**src/rtl/i2c_write_sequencer.sv**
```systemverilog
// i2c_write_sequencer: sequences START, address, ACK-checked payload bytes and STOP over an I2C byte writer
module i2c_write_sequencer #(
  parameter int LEN_W       = 8,
  parameter int TIMEOUT_CYC = 4096
) (
  input  logic             clock,
  input  logic             reset,
  input  logic             start,
  input  logic [6:0]       dev_addr,
  input  logic [LEN_W-1:0] byte_count,
  input  logic [7:0]       wr_data,
  input  logic             wr_valid,
  output logic             wr_ready,
  output logic             busy,
  output logic             done,
  output logic [1:0]       error,
  output logic             wb_go,
  output logic [2:0]       wb_command,
  output logic             wb_data,
  input  logic             wb_load,
  input  logic             wb_finish,
  output logic             ack_go,
  input  logic             ack_finish,
  input  logic             ack_bit
);
  localparam int TW = $clog2(TIMEOUT_CYC + 1);

  typedef enum logic [2:0] {IDLE, START, ADDR, ACK, LOAD, DATA, STOP, FIN} state_t;

  state_t           state_q, state_d;
  logic             rel_q, rel_d;
  logic [TW-1:0]    tmo_q, tmo_d;
  logic [7:0]       shift_q, shift_d;
  logic [6:0]       addr_q, addr_d;
  logic [LEN_W-1:0] rem_q, rem_d;
  logic [1:0]       err_q, err_d;
  logic             nack_q, nack_d;
  logic             first_q, first_d;
  logic             rdy_q, rdy_d;
  logic             hs, fin_ok, tmo_hit;

  assign hs      = state_q inside {START, ADDR, ACK, DATA, STOP};
  assign fin_ok  = ((state_q == ACK) ? ack_finish : wb_finish) ^ rel_q;
  assign tmo_hit = tmo_q == TW'(TIMEOUT_CYC - 1);

  // next state: each handshake state is an ISSUE phase (go until finish) then a RELEASE phase (until finish drops)
  always_comb begin
    state_d = state_q;
    rel_d   = rel_q;
    tmo_d   = hs ? tmo_q + 1'b1 : '0;
    shift_d = (state_q inside {ADDR, DATA}) && !wb_load ? {shift_q[6:0], 1'b0} : shift_q;
    addr_d  = addr_q;
    rem_d   = rem_q;
    err_d   = err_q;
    nack_d  = nack_q;
    first_d = first_q;
    rdy_d   = 1'b0;
    case (state_q)
      IDLE: if (start) begin
        addr_d  = dev_addr;
        rem_d   = byte_count;
        err_d   = 2'b00;
        first_d = 1'b1;
        rel_d   = 1'b0;
        state_d = START;
      end
      LOAD: if (wr_valid) begin
        shift_d = wr_data;
        rem_d   = rem_q - 1'b1;
        rdy_d   = 1'b1;
        state_d = DATA;
      end
      FIN: state_d = IDLE;
      default: if (fin_ok) begin
        tmo_d = '0;
        rel_d = !rel_q;
        if (!rel_q) nack_d = (state_q == ACK) ? ack_bit : nack_q;
        else case (state_q)
          START: begin
            state_d = ADDR;
            shift_d = {addr_q, 1'b0};
          end
          ACK: begin
            state_d = nack_q || rem_q == '0 ? STOP : LOAD;
            err_d   = !nack_q ? err_q : first_q ? 2'b01 : 2'b10;
            first_d = 1'b0;
          end
          STOP:    state_d = FIN;
          default: state_d = ACK;
        endcase
      end else if (tmo_hit) begin
        state_d = FIN;
        rel_d   = 1'b0;
        tmo_d   = '0;
        err_d   = 2'b11;
      end
    endcase
  end

  // state register with synchronous reset; reset abandons any transaction without a STOP
  always_ff @(posedge clock) begin
    if (reset) begin
      state_q <= IDLE;
      rel_q   <= 1'b0;
      tmo_q   <= '0;
      shift_q <= 8'hFF;
      addr_q  <= '0;
      rem_q   <= '0;
      err_q   <= 2'b00;
      nack_q  <= 1'b0;
      first_q <= 1'b0;
      rdy_q   <= 1'b0;
    end else begin
      state_q <= state_d;
      rel_q   <= rel_d;
      tmo_q   <= tmo_d;
      shift_q <= shift_d;
      addr_q  <= addr_d;
      rem_q   <= rem_d;
      err_q   <= err_d;
      nack_q  <= nack_d;
      first_q <= first_d;
      rdy_q   <= rdy_d;
    end
  end

  assign wb_go      = (state_q inside {START, ADDR, DATA, STOP}) && !rel_q;
  assign ack_go     = state_q == ACK && !rel_q;
  assign wb_command = state_q == START ? 3'b001 : (state_q inside {ADDR, DATA}) ? 3'b011 : state_q == STOP ? 3'b100 : 3'b000;
  assign wb_data    = shift_q[7];
  assign busy       = state_q != IDLE && state_q != FIN;
  assign done       = state_q == FIN;
  assign error      = err_q;
  assign wr_ready   = rdy_q;
endmodule

```
**config.mk**
```make
export PLATFORM = sky130hd
export DESIGN_NAME = i2c_write_sequencer
export DESIGN_NICKNAME = d
export VERILOG_FILES = /design/src/rtl/i2c_write_sequencer.sv
export SDC_FILE = /design/constraint.sdc
export NUM_CORES = 1
export LEC_CHECK = 0
export ABC_AREA = 1
export CORE_ASPECT_RATIO = 1.5
export CORE_MARGIN = 2
export CORE_UTILIZATION = 28
export DETAILED_ROUTE_END_ITERATION = 8
export DONT_BUFFER_PORTS = 1
export PLACE_DENSITY_LB_ADDON = 0.25
export RECOVER_POWER = 50
export SLEW_MARGIN = 25
export SYNTH_ARGS = -nofsm -noshare
export SYNTH_HDL_FRONTEND = slang
export SYNTH_SLANG_ARGS = --single-unit
```
**constraint.sdc**
```tcl
create_clock -name clock -period 2.3 [get_ports clock]
set_input_delay 0.46 -clock clock [delete_from_list [all_inputs] [get_ports clock]]
set_output_delay 0.46 -clock clock [all_outputs]
set_load 0.05 [all_outputs]
```
==> results.tsv <==
metric	value	unit
arrival time reported for the critical path endpoint	1.69	ns
run status	complete, no violations	
total of cells resized after clock tree synthesis	0	
area overhead of the layout relative to synthesis	10.3	%
antenna viol nets, final	0	
largest net degree at the start of global routing	20	
total power after layout	0.00385	W
Inserted Clock Buffers	5	
Detailed Route Iter0 Violations	88	
worst hold path class	input port to flop	
number of max-capacitance violations reported	0	
count of boundary I/O pins	42	
number of antenna repair diodes	0	
post-synth cell types	37	
total of warnings raised by yosys	0	
largest voltage drop on the vdd net	672	uV
Place WS	0.225	ns
fin crit period	2.15	ns
total via count after detailed routing	2267	
Worst Max-Slew Pin Slew	0.621	ns
net count after synthesis	400	
core occupancy in the finished layout	0.314	
number of antenna violations at the first check in global routing	0	
data required time of the critical path	1.84	ns
count of placed standard cells including taps	471	
Syn Inst Count	360	
floorplan die width	82.7	microns
length of the first detailed-routing pass in iterations	4	
Worst Path Max Fanout	5	
post-synthesis instance area	2600	sq um
Setup Total Neg Slack	0	ns
flip-flop and latch count after synthesis	45	
f_max	465	MHz
number of vias per cell after detailed routing	4.73	
Final Hold Fails	0	
Worst-Skew Late Latency	0.29	ns
vias in the first global route	2194	
fill cell count	1009	
number of nets in the layout	406	
global-route wire length before repair	10.5	mm
total power density per cell area	1340	nW/um^2
share of the cycle needed by the critical path after routing	0.936	
hold buffers post-CTS	0	
kind of end point of the critical path	output pin	
clock net sink count	45	
Vert. Die Dim	122	microns
post-detailed-routing wire length	6.33	mm
gpl congestion	0.793	
area occupied by multi-input gates	1430	sq um
placeable core area	9150	sq um
non-filler instance count after layout	479	
sequential cell area fraction in the yosys report	0.346	
class of the most critical setup path	flop to output pin	
setup violation total in the final timing report	0	
clock buffer depth	2	
clock tree skew after final layout	0.00421	ns
final worst slack	0.148	ns
CTS H-Tree Depth	2	
detailed-placement wirelength estimate	4.91	mm
clk slew on worst S/H paths	0.07	ns
number of buffers added on ports	0	
clk root buf	sky130_fd_sc_hd__clkbuf_16	
TritonCTS clock tree	yes	
number of remaining DRC errors	0	
worst slew margin relative to its limit	0.585	
Row Count	43	
unrepaired setup endpoints after global routing	no	
kind of start point of the critical path	flop	
total routing resource utilization after global routing	0.137	
final number of max-transition violations	0	
setup fix buffers added after clock tree synthesis	0	
synthesized area per cell	7.23	sq um
share of cells above drive strength 1	0.150	
DIE AREA	10100	sq um
wire length per cell	13.2	microns
aggregate global routing overflow	0	
Sequential Area	901	sq um
starting density of the core	0.285	
leakage power of the design	1.21	nW
## cell families after synthesis
group           share of synthesized area
buf+inv                            0.0990
fa+ha+maj                          0.0433
xor+xnor                           0.0471
simple gates                        0.299
compound gates                      0.166
flops                               0.346
## cell usage after synthesis (all sizes together)
cell | n | area share
a31oi | 8 | 0.019
nor3 | 4 | 0.012
nand3b | 1 | 0.0029
a21oi | 26 | 0.053
clkbuf | 5 | 0.0072
nand3 | 43 | 0.085
a211oi | 1 | 0.0029
nand4 | 4 | 0.0096
nor2 | 44 | 0.074
xor2 | 9 | 0.030
nor4 | 1 | 0.0024
o21a | 1 | 0.0029
or2 | 1 | 0.0024
ha | 9 | 0.043
nand2 | 70 | 0.11
buf | 8 | 0.025
o22ai | 1 | 0.0048
xnor2 | 5 | 0.017
inv | 46 | 0.067
dfxtp | 45 | 0.35
a41oi | 1 | 0.0034
o21ai | 18 | 0.040
o211ai | 9 | 0.039
## layout by cell type, fill, tap and decap left out, types with 7 or more instances in the layout
cell type | netlist | layout
sky130_fd_sc_hd__a21oi_1 | 24 | 24
sky130_fd_sc_hd__a31oi_1 | 8 | 8
sky130_fd_sc_hd__buf_4 | 2 | 8
sky130_fd_sc_hd__dfxtp_1 | 45 | 45
sky130_fd_sc_hd__ha_1 | 9 | 9
sky130_fd_sc_hd__inv_1 | 37 | 37
sky130_fd_sc_hd__inv_2 | 8 | 7
sky130_fd_sc_hd__nand2_1 | 60 | 61
sky130_fd_sc_hd__nand2_2 | 10 | 9
sky130_fd_sc_hd__nand3_1 | 42 | 42
sky130_fd_sc_hd__nor2_1 | 39 | 40
sky130_fd_sc_hd__o211ai_2 | 7 | 7
sky130_fd_sc_hd__o21ai_0 | 9 | 9
sky130_fd_sc_hd__o21ai_1 | 7 | 7
sky130_fd_sc_hd__xor2_1 | 9 | 9
## power by group
| group | leakage (nW) | internal, W | switching [W] |
|---|---|---|---|
| clock | 0.0702 | 0.000405 | 0.000318 |
| sequential | 0.369 | 0.000983 | 0.000207 |
| combinational | 0.769 | 0.000647 | 0.00129 |
| total | 1.21 | 0.00203 | 0.00181 |
## sequential cells by signal (all words and copies together), names as in the netlist
signal and count:
addr_q 7, rel_q 1, tmo_q 13, state_q 3
nack_q 1, wr_ready 1, error 2, shift_q 8
rem_q 8, first_q 1
## critical path, stage by stage (launching register included)
cell and delay, ns:
sky130_fd_sc_hd__dfxtp_1 0.40, sky130_fd_sc_hd__inv_1 0.12, sky130_fd_sc_hd__ha_1 0.25, sky130_fd_sc_hd__o21ai_2 0.26, sky130_fd_sc_hd__nand2_1 0.37
## through the flow
stage	hold WS, ns	instance area (sq um)
6_report	0.233	2870
5_1_grt	0.217	2870
4_1_cts	0.219	2900
3_5_place_dp	0.447	2750
3_3_place_gp	0.432	2750
2_1_floorplan	0.418	2600
## metal layers
layer  GRT usage  vias up  wire length, microns
met5           0        -                     0
met4      0.0584        0                   124
met3      0.0296        7                   216
met2       0.251       46                  3500
met1       0.147     1026                  2490
li1            -     1188                     -
## cell type report
| class | count | area share |
|---|---|---|
| Clock buffer | 5 | 0.0436 |
| Timing Repair Buffer | 12 | 0.0279 |
| Tap cell | 112 | 0.0488 |
| Inverter | 46 | 0.0610 |
| Sequential cell | 45 | 0.314 |
| Multi-Input combinational cell | 256 | 0.497 |
| Clock inverter | 3 | 0.00741 |
## path summary, 6_finish.rpt
kind,startpoint,endpoint,slack [ns],depth (start not counted)
setup / recovery,state_q[1]$_SDFFE_PP0P_,wb_command[0],0.15,4
hold / removal,reset,addr_q[1]$_SDFFE_PP0P_,0.23,1
setup reg to reg,state_q[1]$_SDFFE_PP0P_,shift_q[6]$_SDFF_PP1_,0.23,10
hold reg to reg,addr_q[0]$_SDFFE_PP0P_,addr_q[0]$_SDFFE_PP0P_,0.46,2
(Power assumes the default switching activity.)
